**src/rtl/smart_cargo_pkg.sv**
```systemverilog
// smart_cargo_pkg: shared FSM states, default timing constants and floor-to-one-hot helper.
package smart_cargo_pkg;
  typedef enum logic [2:0] {IDLE, ORIGEM, GAP1, DESTINO, GAP2} state_t;
  localparam int HOLD_DEF = 4;
  localparam int GAP_DEF = 2;
  function automatic logic [3:0] floor_onehot(input logic [1:0] f);
    return 4'b0001 << f;
  endfunction
endpackage

```
**src/rtl/smart_cargo_fila_req.sv**
```systemverilog
// smart_cargo_fila_req: request buffer, sync FIFO with async active-low clear.
module smart_cargo_fila_req #(
  parameter int DEPTH = 4,
  parameter int W = 4
) (
  input  logic                       clock,
  input  logic                       reset,
  input  logic                       push,
  input  logic                       pop,
  input  logic [W-1:0]               din,
  output logic [W-1:0]               dout,
  output logic [$clog2(DEPTH):0]     nivel,
  output logic                       full,
  output logic                       empty
);
  localparam int AW = $clog2(DEPTH);
  logic [W-1:0] mem_q [DEPTH];
  logic [AW-1:0] wr_q, rd_q;
  logic [AW:0] nivel_q;
  logic push_ok, pop_ok;
  assign full = nivel_q == (AW+1)'(DEPTH);
  assign empty = nivel_q == '0;
  assign push_ok = push & ~full;
  assign pop_ok = pop & ~empty;
  assign dout = mem_q[rd_q];
  assign nivel = nivel_q;
  // Pointers are AW bits wide over a power-of-two depth, so they wrap on their own.
  always_ff @(posedge clock or negedge reset)
    if (!reset) begin
      wr_q <= '0;
      rd_q <= '0;
      nivel_q <= '0;
    end else begin
      if (push_ok) wr_q <= wr_q + 1'b1;
      if (pop_ok) rd_q <= rd_q + 1'b1;
      nivel_q <= nivel_q + (AW+1)'(push_ok) - (AW+1)'(pop_ok);
    end
  always_ff @(posedge clock)
    if (push_ok) mem_q[wr_q] <= din;
endmodule

```
**src/rtl/smart_cargo_painel_tx.sv**
```systemverilog
// smart_cargo_painel_tx: buffers floor requests and replays them as timed one-hot button codes.
// Define SMART_CARGO_DROP_REPEAT_EN to discard requests whose origin equals destination.
module smart_cargo_painel_tx
  import smart_cargo_pkg::*;
#(
  parameter int HOLD_CYCLES = HOLD_DEF,
  parameter int GAP_CYCLES = GAP_DEF,
  parameter int FIFO_DEPTH = 4
) (
  input  logic                          clock,
  input  logic                          reset,
  input  logic                          req_valid,
  input  logic [1:0]                    req_origem,
  input  logic [1:0]                    req_destino,
  output logic                          req_ready,
  input  logic                          elev_pronto,
  output logic [3:0]                    origemBot,
  output logic [3:0]                    destinoBot,
  output logic                          ocupado,
  output logic [$clog2(FIFO_DEPTH):0]   nivel,
  output logic                          erro_repetido
);
  localparam logic [3:0] HOLD_LAST = 4'(HOLD_CYCLES - 1);
  localparam logic [3:0] GAP_LAST = 4'(GAP_CYCLES - 1);
  state_t state_q;
  logic [3:0] cnt_q, orig_bot_q, dest_bot_q, head;
  logic [1:0] dest_q;
  logic ocup_q, erro_q, rdy_q, full, empty, push, pop, drop;
  assign req_ready = rdy_q & ~full;
  assign push = req_valid & req_ready;
  assign pop = (state_q == IDLE) & ~empty & elev_pronto;
  assign origemBot = orig_bot_q;
  assign destinoBot = dest_bot_q;
  assign ocupado = ocup_q;
  assign erro_repetido = erro_q;
`ifdef SMART_CARGO_DROP_REPEAT_EN
  assign drop = head[3:2] == head[1:0];
`else
  assign drop = 1'b0;
`endif
  smart_cargo_fila_req #(.DEPTH(FIFO_DEPTH), .W(4)) u_fila (
    .clock(clock),
    .reset(reset),
    .push(push),
    .pop(pop),
    .din({req_origem, req_destino}),
    .dout(head),
    .nivel(nivel),
    .full(full),
    .empty(empty)
  );
  // Codes are loaded one cycle ahead of the state they belong to, so they line up with it.
  always_ff @(posedge clock or negedge reset)
    if (!reset) begin
      state_q <= IDLE;
      cnt_q <= '0;
      dest_q <= '0;
      orig_bot_q <= '0;
      dest_bot_q <= '0;
      ocup_q <= 1'b0;
      erro_q <= 1'b0;
      rdy_q <= 1'b0;
    end else begin
      rdy_q <= 1'b1;
      erro_q <= 1'b0;
      cnt_q <= state_q == IDLE ? 4'd0 : cnt_q + 4'd1;
      case (state_q)
        IDLE:
          if (pop) begin
            if (drop) erro_q <= 1'b1;
            else begin
              state_q <= ORIGEM;
              dest_q <= head[1:0];
              orig_bot_q <= floor_onehot(head[3:2]);
              ocup_q <= 1'b1;
            end
          end
        ORIGEM:
          if (cnt_q == HOLD_LAST) begin
            state_q <= GAP1;
            cnt_q <= '0;
            orig_bot_q <= '0;
          end
        GAP1:
          if (cnt_q == GAP_LAST) begin
            state_q <= DESTINO;
            cnt_q <= '0;
            dest_bot_q <= floor_onehot(dest_q);
          end
        DESTINO:
          if (cnt_q == HOLD_LAST) begin
            state_q <= GAP2;
            cnt_q <= '0;
            dest_bot_q <= '0;
          end
        GAP2:
          if (cnt_q == GAP_LAST) begin
            state_q <= IDLE;
            cnt_q <= '0;
            ocup_q <= 1'b0;
          end
        default: state_q <= IDLE;
      endcase
    end
endmodule

```
**config.mk**
```make
export PLATFORM = sky130hd
export DESIGN_NAME = smart_cargo_painel_tx
export DESIGN_NICKNAME = d
export VERILOG_FILES = /design/src/rtl/smart_cargo_pkg.sv /design/src/rtl/smart_cargo_fila_req.sv /design/src/rtl/smart_cargo_painel_tx.sv
export SDC_FILE = /design/constraint.sdc
export NUM_CORES = 1
export LEC_CHECK = 0
export CELL_PAD_IN_SITES_DETAIL_PLACEMENT = 0
export CELL_PAD_IN_SITES_GLOBAL_PLACEMENT = 1
export CORE_ASPECT_RATIO = 1.4
export CORE_MARGIN = 3
export CORE_UTILIZATION = 40
export CTS_CLUSTER_SIZE = 24
export DETAILED_ROUTE_END_ITERATION = 16
export GPL_ROUTABILITY_DRIVEN = 0
export PLACE_DENSITY = 0.71
export SYNTH_ARGS = -nofsm -noshare
export SYNTH_HDL_FRONTEND = slang
export SYNTH_SLANG_ARGS = --single-unit
```
**constraint.sdc**
```tcl
create_clock -name clock -period 2.6 [get_ports clock]
set_input_delay 0.26 -clock clock [delete_from_list [all_inputs] [get_ports clock]]
set_output_delay 0.26 -clock clock [all_outputs]
set_load 0.005 [all_outputs]
```
* Yosys cells after proc, flatten, opt, wreduce, memory -nomap -nowiden *
Memories as Yosys holds them, arrays and structs flattened.
Index checks and enable logic that the tools add are counted.

cells by class
  equality and inequality tests = 12
  shift operators = 2
  bitwise operators = 8
  multiplexer cells = 20
  add/subtract/negate cells = 5
  reduce and logical (&&, ||, !) cells = 12

operator list
  kind                                             count
  2-to-1 mux 4 bit                                 6
  one-hot mux 4 bit (2 select lines)               3
  2-to-1 mux 3 bit                                 5
  one-hot mux 3 bit (5 select lines)               1
  AND reduction 3 bit                              3
  != test 2 bit, second input constant             4
  left shift 1 x 2 -> 4 bit, first input constant  2
  AND 1 bit                                        6
  == test 3 x 2 -> 1 bit, second input constant    2
  == test 3 bit, second input constant             2
  zero test 3 bit                                  2
  nonzero test 2 bit                               3
  AND reduction 5 bit                              1
  adder 2 x 1 -> 2 bit, second input constant      2
  adder 4 x 1 -> 4 bit, second input constant      1
  == test 4 x 1 -> 1 bit, second input constant    1
  == test 4 x 2 -> 1 bit, second input constant    1
  2-to-1 mux 1 bit                                 4
  OR reduction 2 bit                               2
  adder 3 x 1 -> 3 bit                             1
  == test 3 x 1 -> 1 bit, second input constant    1
  subtractor 3 x 1 -> 3 bit                        1
  != test 2 x 1 -> 1 bit, second input constant    1
  inverter 1 bit                                   2
  other kinds (2)                                  2

storage, ports and cells
  memory bits (writable) = 16
  word-level logic and storage cells = 70
  register bits = 26
  input port bits = 8
  output and inout bits = 14
  memories = 1

memory list
  memory        words  bits a word  rd ports  clocked after Yosys merged registers in  wr ports  RTL line                    RTL
  u_fila.mem_q  4      4            1         0                                        1         smart_cargo_fila_req.sv:17  logic [W-1:0] mem_q [DEPTH];

* Depth between registers and ports, before layout *
Gate-level depths: netlist (run 1).

  depth in word-level cells = 7
  depth in mapped cells = 9

* Modules after synthesis *
From an unflattened synthesis (run 1), not the netlist that was laid out.

unflattened totals
  cell total of the unflattened synthesis = 148
  area, all modules = 1980.6 um2

modules (own cells, without submodules)
  module                 cells each  area an instance (um2)  instances
  smart_cargo_fila_req   63          1054.8                  1
  smart_cargo_painel_tx  85          925.9                   1

* Worst setup path before layout (run 1) *
No wires, ideal clock.

  path type = reg-to-reg
  from = register u_fila.nivel_q[1] (netlist: u_fila.nivel[1])
  to = register u_fila.nivel_q[2] (netlist: u_fila.nivel[2])
  arrival = 2.204 ns
  period minus slack after synthesis = 2.327 ns
  library setup time = 0.123 ns
  path slack = 0.273 ns
  cell stages (with the launch flop) = 10
  cells stage by stage = dfrtp_1 -> o31a_4 -> and2_4 -> buf_6 -> ha_1 -> inv_1 -> ha_1 -> fa_1 -> xnor2_1 -> xnor2_1

RTL lines
  item                         RTL line                                                 RTL
  start, declared              smart_cargo_fila_req.sv:19                               logic [AW:0] nivel_q;
  start signal, assigned       smart_cargo_fila_req.sv:36                               nivel_q <= nivel_q + (AW+1)'(push_ok) - (AW+1)'(pop_ok);
  zero test 3 bit *            smart_cargo_fila_req.sv:22                               assign empty = nivel_q == '0;
  inverter 1 bit *             smart_cargo_fila_req.sv:24, smart_cargo_painel_tx.sv:31
  AND 1 bit (2 in a row)       smart_cargo_painel_tx.sv:31                              assign pop = (state_q == IDLE) & ~empty & elev_pronto;
  AND 1 bit *                  smart_cargo_fila_req.sv:24                               assign pop_ok = pop & ~empty;
  net u_fila.pop_ok            smart_cargo_fila_req.sv:20                               logic push_ok, pop_ok;
  subtractor 3 x 1 -> 3 bit *  smart_cargo_fila_req.sv:36

The timed path passes the listed nets; every way through them passes the cells marked *.
A chain may end at the register's enable or synchronous reset.

* Final worst setup path (run 1) *
  from = register u_fila.nivel_q[1] (netlist: u_fila.nivel[1])
  to = register u_fila.nivel_q[2] (netlist: u_fila.nivel[2])

on the way
  word-level cells in the longest chain between the ends = 7

ends and longest elaborated chain
  item                         RTL line                                                 RTL
  == test 3 bit                smart_cargo_fila_req.sv:21                               assign full = nivel_q == (AW+1)'(DEPTH);
  inverter 1 bit               smart_cargo_fila_req.sv:23, smart_cargo_painel_tx.sv:29
  AND 1 bit                    smart_cargo_painel_tx.sv:29                              assign req_ready = rdy_q & ~full;
  AND 1 bit                    smart_cargo_painel_tx.sv:30                              assign push = req_valid & req_ready;
  AND 1 bit                    smart_cargo_fila_req.sv:23                               assign push_ok = push & ~full;
  adder 3 x 1 -> 3 bit         smart_cargo_fila_req.sv:36
  subtractor 3 x 1 -> 3 bit *  smart_cargo_fila_req.sv:36

Every way passes the cells marked *; elsewhere a longest branch is shown, timed or not.

==> impl_metrics.ini, run 1 <==
[critical_path]
worst_path_largest_cell_delay_ns = 0.44
r2r-start = u_fila.nivel[1]
crit_path_end_kind = flip-flop
worstPathCellList = o31a_4, and2_4, ha_1, inv_1, ha_1, fa_1, xnor2_1, xnor2_1
critical_path_class = flip-flop to flip-flop
cp_slowest_cell = dfrtp_1
worstPathArrival_ns = 2.54
crit_path_max_fanout = 8
worst-path-buf-inv = 1
crit_start = u_fila.nivel[1]
cp.required_ns = 2.81
start_kind = flip-flop
cp_top_family = adder cells

[clock_tree]
htreeDepth = 2
cts_setup_buffers = 0
clk_pin_slew_ns = 0.08
clock_latency_ns = 0.29
postCtsHoldBufs = 0
cts_resized = 0
cts.sink_count = 42
cts_tree = yes
cts_buffers = 5
cts_max_path_buffers = 2
clockRootBuffer = clkbuf_8

[min_path]
hp-class = input port to asynchronous set/reset pin

[cells_and_area]
area_growth_pct = 19.71
layout-drive-gt1-share_pct = 14.65
nets = 173
n_antenna_cell = 0

[timing]
setup_viol = 0
rsz0062_at_grt = no
fin_crit_ns = 2.331
hold_viol_final = 0
setup_ws_ns = 0.2690
max_freq_mhz = 429.0
min_period_over_period_pct = 89.65
fin_tns_setup_ns = 0
finalMaxSlewViolations = 0
skew_ns = 0.007268

[logic_synthesis]
syn_area_um2 = 1892
syn_area_per_cell_um2 = 14.55
synth_common_cells = dfrtp_1 (26), edfxtp_1 (16), inv_1 (13)
async_reset_ff_share_pct = 61.90
synth_edf_count = 16
synth_area_leaders = dfrtp_1 (34%), edfxtp_1 (25%), ha_1 (5.3%)
ys_warn_count = 0
ys_types = 36
synth_most_common_cell = dfrtp_1
ys_ff_latch = 42
synth_top_area_share_pct = 34.39
yosysTopAreaCell = dfrtp_1
synth_cells = 130
synthFlopType = dfrtp_1
seq_area_frac_synth_pct = 59.79
synthesis.nets = 147

[grt]
use_met1_pct = 13.12
grt_busiest_layer = met2
grt_usage_pct = 12.82
grt_max_degree = 27
antenna_found_initial = 0
grt_util_met3_pct = 3.618
grt_overflow = 0
grt_pass1_vias = 1142
met2_usage_pct = 23.80
grt_pass1_wl_um = 5382

[floorplan]
core_area_um2 = 4536
rows = 29
pin_count = 22
initial_core_util_pct = 41.71
die_w_um = 64.12
fp.dieH_um = 87.37
die_area_um2 = 5602

[drt]
route.detailed.drc = 0
firstDrtPassIters = 4
drt_wl_total_um = 3171
drt-initial-drc-count = 21
vias = 1085
routedWlPerCell_um = 14.48
via_per_inst = 4.954
ant_nets = 0

[pwr]
vdd_drop_max_mv = 0.4902
power_frac_clock_pct = 20.5
power_frac_comb_pct = 34.4
switching_share_pct = 32.05
switchingPower_uw = 787.5
p_seq_share_pct = 45.1
p_leak_nw = 0.8974
power.internal_mw = 1.670
p_per_area_nw_per_um2 = 1085

[placement]
io_buffers = 20
hpwlAfterDp_um = 2406
place_ws_ns = 0.2425

[outcome]
status = finished, final reports clean

[flow_run]
maxCapViolCount = 0
-- metrics by stage --
step                power, mW  util, %  cell area (µm²)  cells  hold slack (ns)
finish                  2.457    49.93             2265    219           0.3461
global route            2.636    49.93             2265    219           0.3698
CTS                     2.498    49.93             2265    219           0.3479
detailed placement      1.986    47.50             2155    211           0.4705
global placement        1.950    47.50             2155    211           0.4608
floorplan               1.653        -             1892    130         -0.03559
-- layer usage --
layer | wire, µm | vias to the layer above | part of all wire [%]
li1 | - | 523 | -
met3 | 94 | 5 | 3.0
met4 | 68 | 0 | 2.1
met1 | 1302 | 540 | 41
met5 | 0 | - | 0
met2 | 1706 | 17 | 54
-- registers in the layout, indices dropped and copies added (netlist names) --
| register | flops |
|---|---|
| u_fila.mem_q | 16 |
| cnt_q | 4 |
| destinoBot | 4 |
| origemBot | 4 |
| state_q | 3 |
| u_fila.nivel | 3 |
| dest_q | 2 |
| u_fila.rd_q | 2 |
| u_fila.wr_q | 2 |
| ocupado | 1 |
| rdy_q | 1 |
-- cells in the final DEF, fill, tap and decap left out, drive strengths merged, types with 2 or more instances in the layout --
cell type / Yosys / routed
nor2: 3 / 3
clkdlybuf4s50: 0 / 20
nand3: 7 / 7
edfxtp: 16 / 16
a211oi: 4 / 4
mux2: 2 / 2
mux4: 4 / 4
o21ai: 3 / 3
dfrtp: 26 / 26
xor2: 2 / 2
inv: 13 / 13
ha: 8 / 8
buf: 3 / 2
xnor2: 6 / 6
and2: 6 / 6
conb: 2 / 2
o31a: 2 / 2
o2bb2ai: 6 / 6
a32o: 3 / 3
clkbuf: 0 / 6
-- cells by family (layout without fill, tap and decap cells) --
family	count (synthesis)	in the layout	share of synthesized area, %
compound gates	22	22	9.921
xor+xnor	8	8	3.704
fa+ha+maj	10	10	6.879
buf+inv	16	43	4.167
flops	42	42	59.79
mux	7	7	6.680
other cells	2	2	0.3970
simple gates	23	23	8.466
-- final cells by class --
cell class                      instances  area [µm²]
Clock buffer                            6       72.57
Inverter                               13       48.80
Clock inverter                          2       37.54
Timing Repair Buffer                   22       215.2
Multi-Input combinational cell         72       681.9
Fill cell                             392        2271
Sequential cell                        42        1131
Tap cell                               62       77.57
-- final timing paths --
kind	to	slack, ns	depth (start not counted)
setup / recovery	u_fila.nivel[2]	0.27	8
min in group clock	destinoBot[2]	0.50	1
setup reg to reg	u_fila.nivel[2]	0.27	8
hold / removal	state_q[1]	0.35	2
hold reg to reg	destinoBot[2]	0.50	1
max in group asynchronous	origemBot[1]	2.00	2
-- worst reg2reg max path, cell delays in order (launching register included) --
cell	delay (ns)
dfrtp_1	0.44
o31a_4	0.41
and2_4	0.20
ha_1	0.27
inv_1	0.04
ha_1	0.18
fa_1	0.40
xnor2_1	0.17
xnor2_1	0.14
-- power by group through the flow --
stage	clock network (mW)	logic, mW	registers, mW
global route	0.551	0.943	1.14
detailed placement	0	0.864	1.12
finish	0.504	0.846	1.11
CTS	0.520	0.869	1.11
floorplan	0	0.588	1.07
global placement	0	0.842	1.11
(Power assumes the default switching activity.)
==> inputs of run 2 (changes only) <==
--- a/config.mk
+++ b/config.mk
@@ -13,7 +13,7 @@
 export CTS_CLUSTER_SIZE = 24
 export DETAILED_ROUTE_END_ITERATION = 16
 export GPL_ROUTABILITY_DRIVEN = 0
-export PLACE_DENSITY = 0.71
+export PLACE_DENSITY_LB_ADDON = 0.15
 export SYNTH_ARGS = -nofsm -noshare
 export SYNTH_HDL_FRONTEND = slang
 export SYNTH_SLANG_ARGS = --single-unit
==> impl_metrics.ini, run 2 (synthesized netlist as in run 1, its figures left out) <==
[outcome]
status = finished, final reports clean

[timing]
hold_viol_final = 0
setup_viol = 0
min_period_over_period_pct = 88.93
skew_ns = 0.004946
finalMaxSlewViolations = 0
fin_crit_ns = 2.312
max_freq_mhz = 432.5
fin_tns_setup_ns = 0
setup_ws_ns = 0.2879
rsz0062_at_grt = no

[cells_and_area]
nets = 173
n_antenna_cell = 0
largest_reg_flops = 16
regMostFlops = u_fila.mem_q
final_common_cell = dfrtp_1
layout-drive-gt1-share_pct = 14.01
final_cell_count_no_fill = 219
nFillCells = 411
final_cell_mix = dfrtp_1 (26), clkdlybuf4s50_1 (20), edfxtp_1 (16)
area_growth_pct = 18.32

[floorplan]
die_w_um = 64.12
initial_core_util_pct = 41.71
rows = 29
fp.dieH_um = 87.37
core_area_um2 = 4536
pin_count = 22
die_area_um2 = 5602

[clock_tree]
clock_latency_ns = 0.28
cts.sink_count = 42
cts_setup_buffers = 0
postCtsHoldBufs = 0
cts_resized = 0
cts_buffers = 5
cts_max_path_buffers = 2
clk_pin_slew_ns = 0.08
clockRootBuffer = clkbuf_8
cts_tree = yes
htreeDepth = 2

[grt]
grt_pass1_wl_um = 5699
grt_max_degree = 27
grt_usage_pct = 13.61
grt_pass1_vias = 1164
grt_overflow = 0
antenna_found_initial = 0

[placement]
place_ws_ns = 0.2557
hpwlAfterDp_um = 2518
io_buffers = 20
placed_cells = 211

[critical_path]
crit_path_end_kind = flip-flop
start_kind = flip-flop
crit_start = u_fila.nivel[1]
crit_end = u_fila.nivel[2]
worstPathArrival_ns = 2.52
r2r-end = u_fila.nivel[2]
r2r_cells = 8
critical_path_class = flip-flop to flip-flop
r2r-start = u_fila.nivel[1]
cp.required_ns = 2.81
crit_path_max_fanout = 8
r2r_slack_ns = 0.29

[drt]
via_per_inst = 5.078
firstDrtPassIters = 4
route.detailed.drc = 0
ant_nets = 0
drt-initial-drc-count = 65
vias = 1112
drt_wl_total_um = 3279
routedWlPerCell_um = 14.97

[pwr]
vdd_drop_max_mv = 0.4267
p_per_area_nw_per_um2 = 1052
p_leak_nw = 0.8844
p_total_mw = 2.356

[min_path]
hp-class = input port to asynchronous set/reset pin

[flow_run]
maxCapViolCount = 0
[run 2: critical path: stages, from the launching register on]
cell and delay [ns]:
dfrtp_1 0.43, o31a_4 0.41, and2_4 0.20, ha_1 0.27
inv_1 0.04, ha_1 0.18, fa_1 0.40, xnor2_1 0.17
xnor2_1 0.14
[run 2: how the worst min path moves through the flow]
stage | slack, ns | from | to | cells after the start
floorplan | -0.04 | reset | cnt_q[0] | 0
global placement | 0.48 | destinoBot[0] | destinoBot[0] | 1
global route | 0.38 | reset | u_fila.nivel[2] | 2
CTS | 0.35 | reset | u_fila.nivel[2] | 2
detailed placement | 0.48 | destinoBot[2] | destinoBot[2] | 1
finish | 0.35 | reset | u_fila.nivel[2] | 2
[run 2: power by group]
part / total [mW] / switching (mW) / internal (mW) / leakage [nW]
Combinational: 0.847 / 0.357 / 0.489 / 0.379
Clock: 0.395 / 0.205 / 0.190 / 0.0385
Sequential: 1.11 / 0.220 / 0.894 / 0.467
[run 2: through the flow]
| stage | instance area (µm²) | utilization [%] | hold WS (ns) |
|---|---|---|---|
| floorplan | 1892 | - | -0.03559 |
| finish | 2238 | 49.35 | 0.3451 |
| CTS | 2238 | 49.35 | 0.3487 |
| global placement | 2155 | 47.50 | 0.4784 |
| global route | 2238 | 49.35 | 0.3818 |
| detailed placement | 2155 | 47.50 | 0.4805 |
[run 2: final cells by class]
| cell class | instances | area [µm²] | share of cell area [%] |
|---|---|---|---|
| Sequential cell | 42 | 1131 | 50.53 |
| Clock buffer | 7 | 76.32 | 3.410 |
| Tap cell | 62 | 77.57 | 3.466 |
| Multi-Input combinational cell | 72 | 681.9 | 30.46 |
| Inverter | 13 | 48.80 | 2.180 |
| Timing Repair Buffer | 22 | 215.2 | 9.614 |
| Clock inverter | 1 | 7.507 | 0.3354 |
[run 2: metal layers]
layer  global-route usage [%]  up-vias  part of all wire [%]
met5                        0        -                     0
met4                    5.192        0                   1.3
met3                    4.522        4                   3.5
met2                    25.12       19                    57
met1                    14.10      564                    38
li1                         -      525                     -
